**src/rtl/keypad_scanner.sv**
```systemverilog
// 4x4 hex keypad scanner with frame debounce.
// Emits key codes and a 3-key history for the display driver.
module keypad_scanner #(
  parameter int SCAN_DIV_BITS  = 17,
  parameter int DEBOUNCE_SCANS = 4
) (
  input  logic        clk,
  input  logic        rst,
  input  logic [3:0]  rows,
  output logic [3:0]  cols,
  output logic [3:0]  key_code,
  output logic        key_valid,
  output logic        key_down,
  output logic [11:0] digits
);

  localparam logic [3:0] STABLE_MAX = 4'(DEBOUNCE_SCANS - 1);

  // Result encoding: {key present, code}; all-zero means no key.
  localparam logic [4:0] RES_NONE = 5'b0_0000;

  logic [3:0]               rows_m;
  logic [3:0]               rows_s;
  logic [SCAN_DIV_BITS-1:0] presc;
  logic                     tick;
  logic [1:0]               col_idx;
  logic [1:0]               acc_cnt;
  logic [3:0]               acc_code;
  logic [4:0]               prev_res;
  logic [4:0]               acc_res;
  logic [3:0]               stable_cnt;

  logic [3:0] pressed;
  logic [1:0] base_cnt;
  logic [3:0] base_code;
  logic [2:0] hit_cnt;
  logic [2:0] sum_cnt;
  logic [1:0] new_cnt;
  logic [1:0] first_row;
  logic [3:0] new_code;
  logic [4:0] frame_res;
  logic       frame_end;
  logic       accept;

  assign tick      = &presc;
  assign frame_end = tick && (col_idx == 2'd3);
  assign cols      = ~(4'b0001 << col_idx);
  assign accept    = (stable_cnt == STABLE_MAX)
                  && (prev_res != acc_res);

  // Two-flop synchronizer for the asynchronous row returns.
  always_ff @(posedge clk) begin
    if (rst) begin
      rows_m <= 4'hF;
      rows_s <= 4'hF;
    end else begin
      rows_m <= rows;
      rows_s <= rows_m;
    end
  end

  // Free-running prescaler; all-ones is the scan tick.
  always_ff @(posedge clk) begin
    if (rst) presc <= '0;
    else     presc <= presc + SCAN_DIV_BITS'(1);
  end

  // Merge this column's sample into the running frame totals.
  always_comb begin
    pressed   = ~rows_s;
    base_cnt  = (col_idx == 2'd0) ? 2'd0 : acc_cnt;
    base_code = (col_idx == 2'd0) ? 4'd0 : acc_code;
    hit_cnt   = 3'(pressed[0]) + 3'(pressed[1])
              + 3'(pressed[2]) + 3'(pressed[3]);
    sum_cnt   = 3'(base_cnt) + hit_cnt;
    new_cnt   = (sum_cnt >= 3'd2) ? 2'd2 : sum_cnt[1:0];
    first_row = 2'd0;
    for (int r = 3; r >= 0; r--) begin
      if (pressed[r]) first_row = 2'(r);
    end
    new_code  = base_code;
    if (base_cnt == 2'd0 && |pressed)
      new_code = {first_row, col_idx};
    frame_res = (new_cnt == 2'd1) ? {1'b1, new_code}
                                  : RES_NONE;
  end

  // Column stepping and frame accumulators, advanced on tick.
  always_ff @(posedge clk) begin
    if (rst) begin
      col_idx  <= 2'd0;
      acc_cnt  <= 2'd0;
      acc_code <= 4'd0;
    end else if (tick) begin
      col_idx  <= col_idx + 2'd1;
      acc_cnt  <= new_cnt;
      acc_code <= new_code;
    end
  end

  // Count consecutive identical frame results.
  always_ff @(posedge clk) begin
    if (rst) begin
      prev_res   <= RES_NONE;
      stable_cnt <= 4'd0;
    end else if (frame_end) begin
      if (frame_res == prev_res) begin
        if (stable_cnt != STABLE_MAX)
          stable_cnt <= stable_cnt + 4'd1;
      end else begin
        stable_cnt <= 4'd0;
        prev_res   <= frame_res;
      end
    end
  end

  // Commit a stable result that differs from the accepted one.
  always_ff @(posedge clk) begin
    if (rst) begin
      acc_res   <= RES_NONE;
      key_code  <= 4'd0;
      key_valid <= 1'b0;
      key_down  <= 1'b0;
      digits    <= 12'h000;
    end else begin
      key_valid <= 1'b0;
      if (accept) begin
        acc_res  <= prev_res;
        key_down <= prev_res[4];
        if (prev_res[4]) begin
          key_valid <= 1'b1;
          key_code  <= prev_res[3:0];
          digits    <= {digits[7:0], prev_res[3:0]};
        end
      end
    end
  end

endmodule

```
**config.mk**
```make
export PLATFORM = sky130hd
export DESIGN_NAME = keypad_scanner
export DESIGN_NICKNAME = d
export VERILOG_FILES = /design/src/rtl/keypad_scanner.sv
export SDC_FILE = /design/constraint.sdc
export NUM_CORES = 1
export LEC_CHECK = 0
export ABC_AREA = 1
export CAP_MARGIN = 40
export CELL_PAD_IN_SITES_DETAIL_PLACEMENT = 0
export CELL_PAD_IN_SITES_GLOBAL_PLACEMENT = 1
export CORE_ASPECT_RATIO = 0.8
export CORE_MARGIN = 2
export CORE_UTILIZATION = 40
export CTS_CLUSTER_SIZE = 25
export DETAILED_ROUTE_END_ITERATION = 10
export GPL_TIMING_DRIVEN = 0
export HOLD_SLACK_MARGIN = 0.08
export PLACE_DENSITY_LB_ADDON = 0.1
export RECOVER_POWER = 100
export SLEW_MARGIN = 20
export SYNTH_ARGS = -nofsm -noshare
export SYNTH_HDL_FRONTEND = slang
export SYNTH_SLANG_ARGS = --single-unit
```
**constraint.sdc**
```tcl
create_clock -name clk -period 5.79 [get_ports clk]
set_clock_uncertainty 0.2 [all_clocks]
set_input_delay 1.737 -clock clk [delete_from_list [all_inputs] [get_ports clk]]
set_output_delay 1.737 -clock clk [all_outputs]
set_load 0.1 [all_outputs]
```
* Word-level counts from Yosys, hierarchy flattened *
Index checks and enable logic that the tools add are counted.
Widths: inputs -> output; s select.

word-level totals
  logic and storage cells = 56
  output and inout port bits = 22
  input port bits = 6
  flip-flop bits (word level) = 65

operators by class
  bitwise gates (word level) = 4
  shift-type cells = 1
  equality and inequality tests = 7
  muxes and demuxes = 12
  order comparisons = 1
  reduce and logical (&&, ||, !) cells = 11
  add/sub/neg operators = 7

operators by type and width
  operator               count
  $add 17x1->17 const B  1
  $reduce_and 17->1      1
  $mux 4                 4
  $mux 2                 6
  $not 4->4              2
  $reduce_and 2->1       3
  $eq 5x5->1             1
  $mux 5                 1
  $ne 5x5->1             1
  $add 4x1->4 const B    1
  $eq 4x2->1 const B     1
  $logic_not 2->1        2
  $ne 4x2->1 const B     1
  $reduce_or 4->1        1
  $shl 1x2->4 const A    1
  $add 2x1->3            1
  $add 2x3->3            1
  $add 3x1->3            1
  $ge 3x2->1 const B     1
  $logic_and 1x1->1      3
  $add 1x1->2            1
  $add 2x1->2 const B    1
  $eq 2x1->1 const B     1
  $eq 2x2->1 const B     1
  other kinds (4)        5

* Longest topological paths before layout *
Gate-level depths: netlist of the first run.

  depth after elaboration = 12
  mapped depth = 19
  gate-level depth less buffers = 18

* Worst setup path after synthesis of the first run *
No wires, ideal clock.

  path kind = reg2out
  start point = register key_code[0]
  end point = output key_code[0]
  path slack = 2.462 ns
  buffers on the path = 1
  data required time = 3.853 ns
  arrival time = 1.391 ns
  cell stages (with the launch flop) = 2
  cell sequence = dfxtp_1 > buf_4

RTL lines
  item                      line  RTL
  start: declaration        11    output logic [3:0] key_code,
  start signal: assignment  132   key_code <= prev_res[3:0];

No word-level cell between the ends.

* Worst setup path in the final report of the first run *
  start point = register col_idx[0]
  end point = register stable_cnt[0]

on the way
  cells in the longest elaborated chain, start to end = 10
  elaborated cells between the ends (all ways) = 17
  those cells by class = add/sub (1); order compare (1); eq/ne (4); mux (6); reduce/logical (5)

ends and longest elaborated chain
  item                               line    RTL
  start: declaration                 26      logic [1:0] col_idx;
  start signal: assignment           95      col_idx <= col_idx + 2'd1;
  $logic_not 2->1                    71, 72
  $mux 2                             71      base_cnt = (col_idx == 2'd0) ? 2'd0 : acc_cnt;
  $add 2x3->3                        75      sum_cnt = 3'(base_cnt) + hit_cnt;
  $ge 3x2->1                         76      new_cnt = (sum_cnt >= 3'd2) ? 2'd2 : sum_cnt[1:0];
  $mux 2                             76
  $eq 2x1->1                         84      frame_res = (new_cnt == 2'd1) ? {1'b1, new_code}
  $mux 5                             84
  $eq 5x5->1                         107     if (frame_res == prev_res) begin
  $ne 2x1->1 (no source line)        --
  $reduce_and 2->1 (no source line)  --
  end signal: assignment             109     stable_cnt <= stable_cnt + 4'd1;
  end: declaration                   31      logic [3:0] stable_cnt;

Parallel ways exist; a longest one is shown, timed or not.
A chain may end at the register's enable or synchronous reset.

==> results of run 1 <==
synthesized netlist by cell type, types with 3 or more instances:
| library cell | instances | area share [%] |
|---|---|---|
| a21oi_1 | 26 | 4.5 |
| buf_2 | 3 | 0.52 |
| buf_4 | 5 | 1.3 |
| clkbuf_1 | 7 | 0.91 |
| dfxtp_1 | 60 | 41 |
| fa_1 | 3 | 2.1 |
| ha_1 | 8 | 3.5 |
| inv_1 | 51 | 6.6 |
| nand2_1 | 63 | 8.2 |
| nand2_2 | 9 | 1.9 |
| nand2_4 | 4 | 1.6 |
| nand3_1 | 36 | 6.2 |
| nand4_1 | 6 | 1.3 |
| nor2_1 | 37 | 4.8 |
| nor2_2 | 4 | 0.86 |
| nor3_1 | 6 | 1.0 |
| o21ai_0 | 21 | 3.6 |
| or2_2 | 8 | 1.7 |
| xnor2_1 | 3 | 0.91 |
| xor2_1 | 5 | 1.5 |
worst max-delay path by stage:
stage / from / end / slack (ps) / cells after the start
after detailed placement: rst / presc[14] / 2210 / 6
after CTS: col_idx[0] / cols[0] / 1870 / 5
after floorplan: key_code[0] / key_code[0] / 2460 / 1
after global placement: col_idx[0] / cols[0] / 1810 / 4
after global routing: col_idx[1] / stable_cnt[2] / 970 / 17
final: col_idx[0] / stable_cnt[0] / 1390 / 17
layer usage:
layer	vias to the layer above	GRT usage, %
li1	1334	-
met4	0	4.52
met2	30	28.6
met5	-	0
met1	1138	24.4
met3	2	4.96
power breakdown:
group	switching, W	total, W	internal [W]
Clock	0.000162	0.000326	0.000164
Combinational	0.0000386	0.0000588	0.0000202
Sequential	0.00000242	0.000419	0.000417
Total	0.000203	0.000804	0.000601
cell families (layout without fill, tap and decap cells):
family | after synthesis | after routing
xor gates and xnor gates | 8 | 8
adders and majority gates | 11 | 11
buffers and inverters | 69 | 134
and+or+nand+nor | 183 | 183
AOI/OAI and AO/OA | 51 | 51
DFF | 60 | 60
cell type report:
cell class | instances | area (um2)
timing repair buffer | 49 | 364
tap | 87 | 109
fill | 704 | 3460
buffer | 15 | 73.8
inverter | 54 | 203
sequential | 60 | 1200
multi-input combinational | 253 | 1380
clock buffer | 11 | 141
clock inverter | 5 | 27.5
registers in the layout, indices dropped and copies added, names as in the netlist:
| register | cells |
|---|---|
| col_idx | 2 |
| key_down | 1 |
| rows_m | 4 |
| key_valid | 1 |
| key_code | 3 |
| stable_cnt | 4 |
| acc_cnt | 2 |
| rows_s | 4 |
| acc_res | 4 |
| digits | 9 |
| prev_res | 5 |
| presc | 17 |
| acc_code | 4 |
per-stage QoR:
stage          hold WS [ps]  power (W)
6_report                209   0.000804
5_1_grt                 221   0.000842
4_1_cts                 211   0.000821
3_5_place_dp            195   0.000494
3_3_place_gp            192   0.000493
2_1_floorplan           189   0.000477
==> impl_metrics.py, run 1 <==
metrics = {
    "placement": {
        "dp_hpwl_mm": 4.92,
        "dpl_cell_area_mm2": 0.00360,
        "placed_cells": 518,
        "port_buffers": 27,
        "routabilityCongestion": 0.765,
        "place_worst_setup_slack_ps": 2210,
    },
    "synthesis": {
        "synth_mux_area_share_pct": 0,
        "synth_top_family_by_area": "simple AND/OR/NAND/NOR gates",
        "yosysWarnings": 0,
        "synth.distinct_cells": 31,
        "postSynthAreaPerCell_um2": 7.58,
        "synth_fp_nets": 399,
        "synth_xor_area_share_pct": 2.42,
        "synthesis.area_mm2": 0.00290,
        "syn_inst": 382,
        "synth_compound_area_share_pct": 9.25,
        "ys_seq_area_share_pct": 41.5,
        "synth-main-ff-cell": "dfxtp_1",
        "synthAdderAreaFrac_pct": 5.53,
        "synth_edf_count": 0,
        "synthArstFlopShare_pct": 0,
        "yosys.area_share.simple_pct": 31.6,
        "ys_ff_latch": 60,
    },
    "worst_setup_path": {
        "cp-end-kind": "register",
        "timing.rr.end": "stable_cnt[0]",
        "crit_slowest_cell": "nor3b_1",
        "path_max_fanout": 10,
        "slowest_delay_ps": 550,
        "r2r_start": "col_idx[0]",
        "path_buf_inv": 4,
        "arrival_ps": 4470,
        "critPathLaunchType": "register",
        "worstPathRequired_ps": 5850,
        "reg2reg_depth": 17,
        "reg2reg_slack_ps": 1390,
        "path_cells": "inv_1 -> ha_1 -> inv_1 -> nand2_4 -> inv_1 -> fa_1 -> fa_1 -> nor3b_1 -> clkbuf_1 -> nand3_1 -> nand2_1 -> nand2_2 -> nand3_1 -> nand2_1 -> nand3_1 -> nand2_1 -> nor2_1",
        "worstSetupPathType": "reg2reg",
        "crit_family": "simple AND/OR/NAND/NOR gates",
    },
    "drt": {
        "avgRoutedWirePerCell_um": 12.1,
        "drt-initial-drc-count": 70,
        "postRouteAntennaNets": 0,
        "wl_met3_um": 188,
        "routed-via-count": 2504,
        "drc": 0,
        "viasPerCell": 4.69,
        "highest_layer": "met4",
        "routed_wl_mm": 6.46,
        "routedLengthMet1_mm": 3.28,
        "drt_pass1_iterations": 4,
        "met2WireLength_mm": 2.96,
    },
    "outcome": {
        "status": "finished clean",
    },
    "layout": {
        "most-common-layout-cells": "nand2_1 (64), dfxtp_1 (60), inv_1 (52)",
        "layout_commonest_cell": "nand2_1",
        "nets": 459,
        "antennaDiodeCount": 0,
        "syn_to_final_growth_pct": 20.7,
        "drive_above_1_share_pct": 11.6,
        "fin_cells": 534,
        "fin_util_pct": 50.2,
        "final_area_mm2": 0.00350,
    },
    "clock_network": {
        "clockBufferDepth": 2,
        "numCtsBuffers": 9,
        "post_cts_buffers": 0,
        "cts_tree": "built",
        "cts.clk_slew.worst_paths_ps": 70,
        "post_cts_resized": 0,
        "cts.sinks": 60,
        "cts-root-buf": "clkbuf_8",
        "htree_num_levels": 3,
        "insertion_delay_ps": 330,
        "cts_hold_buf": 0,
    },
    "sta": {
        "setup_tns_ps": 0,
        "finalCriticalPeriod_ps": 4400,
        "finalCritPeriodShare_pct": 76.1,
        "max_slew.worst_pin.slew_ps": 1200,
        "relSlewSlack_pct": 20.3,
        "setup_violations": 0,
        "rsz0062_at_grt": "no",
        "hold_viol": 0,
        "final.setup.worst_slack_ps": 1390,
        "fmax_mhz": 227,
        "final_max_slew_viol_count": 0,
    },
    "floorplan": {
        "die_x_um": 99.1,
        "ios": 28,
        "rows": 27,
        "coreArea_mm2": 0.00696,
        "die_h_um": 80.1,
        "die_area_mm2": 0.00794,
        "start_util_pct": 41.6,
    },
    "global_route": {
        "antenna_found_initial": 0,
        "grt_max_degree": 11,
        "grt_pass1_wl_mm": 11.3,
        "grt-ovfl-total": 0,
        "grt_util_all_layers_pct": 18.0,
        "grt_pass1_vias": 2380,
    },
    "power_and_ir_drop": {
        "vdd_drop_max_uv": 117,
        "cellPowerDensity_mw_per_mm2": 230,
        "power_leakage_nw": 1.52,
    },
    "min_path": {
        "hold_end": "rows_s[2]",
        "worstHoldStart": "rows_m[2]",
        "hold_class": "reg2reg",
        "hold_path_depth": 1,
    },
    "run": {
        "maxCapViolations": 0,
    },
}
Note: power is estimated with default switching activity, not from simulation.
==> run 2: changes to the inputs <==
--- a/config.mk
+++ b/config.mk
@@ -11,7 +11,7 @@
 export CELL_PAD_IN_SITES_GLOBAL_PLACEMENT = 1
 export CORE_ASPECT_RATIO = 0.8
 export CORE_MARGIN = 2
-export CORE_UTILIZATION = 40
+export CORE_UTILIZATION = 38
 export CTS_CLUSTER_SIZE = 25
 export DETAILED_ROUTE_END_ITERATION = 10
 export GPL_TIMING_DRIVEN = 0
==> constraint.sdc (replaced) <==
create_clock -name clk -period 4 [get_ports clk]
set_clock_uncertainty 0.2 [all_clocks]
set_input_delay 1.2 -clock clk [delete_from_list [all_inputs] [get_ports clk]]
set_output_delay 1.2 -clock clk [all_outputs]
set_load 0.1 [all_outputs]
==> run 2 against run 1 <==
Against the previous run: worst hold slack got worse by 0.52 ps; non-clock buffer count stayed put; critical path type is now reg2out; sequential cell count unchanged; die area up 5.0%; routed wire length is 0.26% higher.
==> impl_metrics.py, run 2 (synthesis gave the netlist of run 1 again) <==
metrics = {
    "drt": {
        "viasPerCell": 4.56,
        "postRouteAntennaNets": 0,
        "wl_met3_um": 184,
        "avgRoutedWirePerCell_um": 11.7,
        "drc": 0,
        "met2WireLength_mm": 2.90,
        "drt_pass1_iterations": 4,
        "drt-initial-drc-count": 48,
        "routed_wl_mm": 6.48,
        "highest_layer": "met4",
        "routedLengthMet1_mm": 3.32,
        "routed-via-count": 2518,
    },
    "floorplan": {
        "rows": 28,
        "ios": 28,
        "die_h_um": 82.1,
        "start_util_pct": 39.2,
        "coreArea_mm2": 0.00739,
        "die_x_um": 102,
        "die_area_mm2": 0.00834,
    },
    "layout": {
        "top_register": "presc",
        "nets": 459,
        "antennaDiodeCount": 0,
        "largestRegisters": "presc x17, digits x9, prev_res x5",
        "drive_above_1_share_pct": 13.0,
        "layout_commonest_cell": "nand2_1",
        "most-common-layout-cells": "nand2_1 (63), dfxtp_1 (60), inv_1 (52)",
        "syn_to_final_growth_pct": 24.3,
        "largest_reg_flops": 17,
    },
    "global_route": {
        "grt_max_degree": 11,
        "grt-ovfl-total": 0,
        "grt_util_all_layers_pct": 17.2,
        "grt_pass1_wl_mm": 11.0,
        "antenna_found_initial": 0,
        "grt_pass1_vias": 2361,
    },
    "sta": {
        "rsz0062_at_grt": "no",
        "setup_tns_ps": 0,
        "hold_viol": 0,
        "finalCritPeriodShare_pct": 89.9,
        "fmax_mhz": 278,
        "finalCriticalPeriod_ps": 3600,
        "max_slew.worst_pin.slew_ps": 1190,
        "final_max_slew_viol_count": 0,
        "relSlewSlack_pct": 20.9,
        "setup_violations": 0,
    },
    "worst_setup_path": {
        "worstSetupPathType": "reg2out",
        "critPathLaunchType": "register",
        "arrival_ps": 2200,
        "reg2reg_slack_ps": 410,
        "r2r_start": "col_idx[0]",
        "timing.rr.end": "stable_cnt[0]",
        "reg2reg_depth": 17,
        "worstSetupStartpoint": "key_code[2]",
        "cp-end-kind": "output pin",
        "worstPathRequired_ps": 2600,
        "path_max_fanout": 4,
    },
    "clock_network": {
        "numCtsBuffers": 9,
        "cts_hold_buf": 0,
        "htree_num_levels": 3,
        "post_cts_buffers": 0,
        "clockBufferDepth": 2,
        "cts.sinks": 60,
        "insertion_delay_ps": 340,
        "cts_tree": "built",
        "post_cts_resized": 0,
        "cts-root-buf": "clkbuf_8",
        "cts.clk_slew.worst_paths_ps": 70,
    },
    "min_path": {
        "hold_end": "rows_s[2]",
        "worstHoldStart": "rows_m[2]",
        "hold_path_depth": 1,
        "hold_class": "reg2reg",
    },
    "placement": {
        "port_buffers": 27,
        "routabilityCongestion": 0.752,
        "dp_hpwl_mm": 4.85,
    },
    "power_and_ir_drop": {
        "p_total_w": 0.00126,
        "vdd_drop_max_uv": 211,
        "cellPowerDensity_mw_per_mm2": 350,
        "power_leakage_nw": 1.56,
    },
    "run": {
        "maxCapViolations": 0,
    },
    "outcome": {
        "status": "finished clean",
    },
}
==> run 2: critical path, stage by stage, from the launching register on <==
cell	delay [ps]
dfxtp_1	390
buf_4	130
clkdlybuf4s50_1	470
clkbuf_1	870
==> run 2: per-stage QoR <==
stage | worst slack [ps] | instance area, um2 | cells | utilization (%) | hold slack [ps]
5_1_grt | 123 | 3600 | 552 | 48.7 | 230
2_1_floorplan | 692 | 2900 | 382 | - | 189
3_3_place_gp | 526 | 3300 | 514 | 44.6 | 191
3_5_place_dp | 520 | 3630 | 536 | 49.1 | 195
4_1_cts | 484 | 3830 | 552 | 51.8 | 211
6_report | 404 | 3600 | 552 | 48.7 | 208
==> run 2: power by group <==
group / internal, W / leakage, nW / total (W) / switching, W
clock network: 0.000320 / 0.102 / 0.000558 / 0.000239
logic: 0.0000346 / 0.973 / 0.0000930 / 0.0000585
registers: 0.000604 / 0.486 / 0.000607 / 0.00000384
==> run 2: area by class of cell <==
class,instances,area [um2]
Buffer,15,77.6
Clock buffer,12,155
Clock inverter,4,47.5
Fill cell,761,3790
Inverter,54,203
Multi-Input combinational cell,253,1410
Sequential cell,60,1200
Tap cell,105,131
Timing Repair Buffer,49,375
==> run 2: worst max path at each step <==
stage	cells after the start	slack [ps]	to
after floorplan	18	690	stable_cnt[0]
after global placement	17	530	stable_cnt[0]
after detailed placement	18	520	stable_cnt[1]
after CTS	17	480	stable_cnt[0]
after global routing	17	120	stable_cnt[2]
final	3	400	key_code[2]
==> run 2: metal layers <==
metal	up-vias	track usage, %
met5	-	0
li1	1335	-
met4	0	4.86
met3	7	4.34
met2	33	27.2
met1	1143	23.3
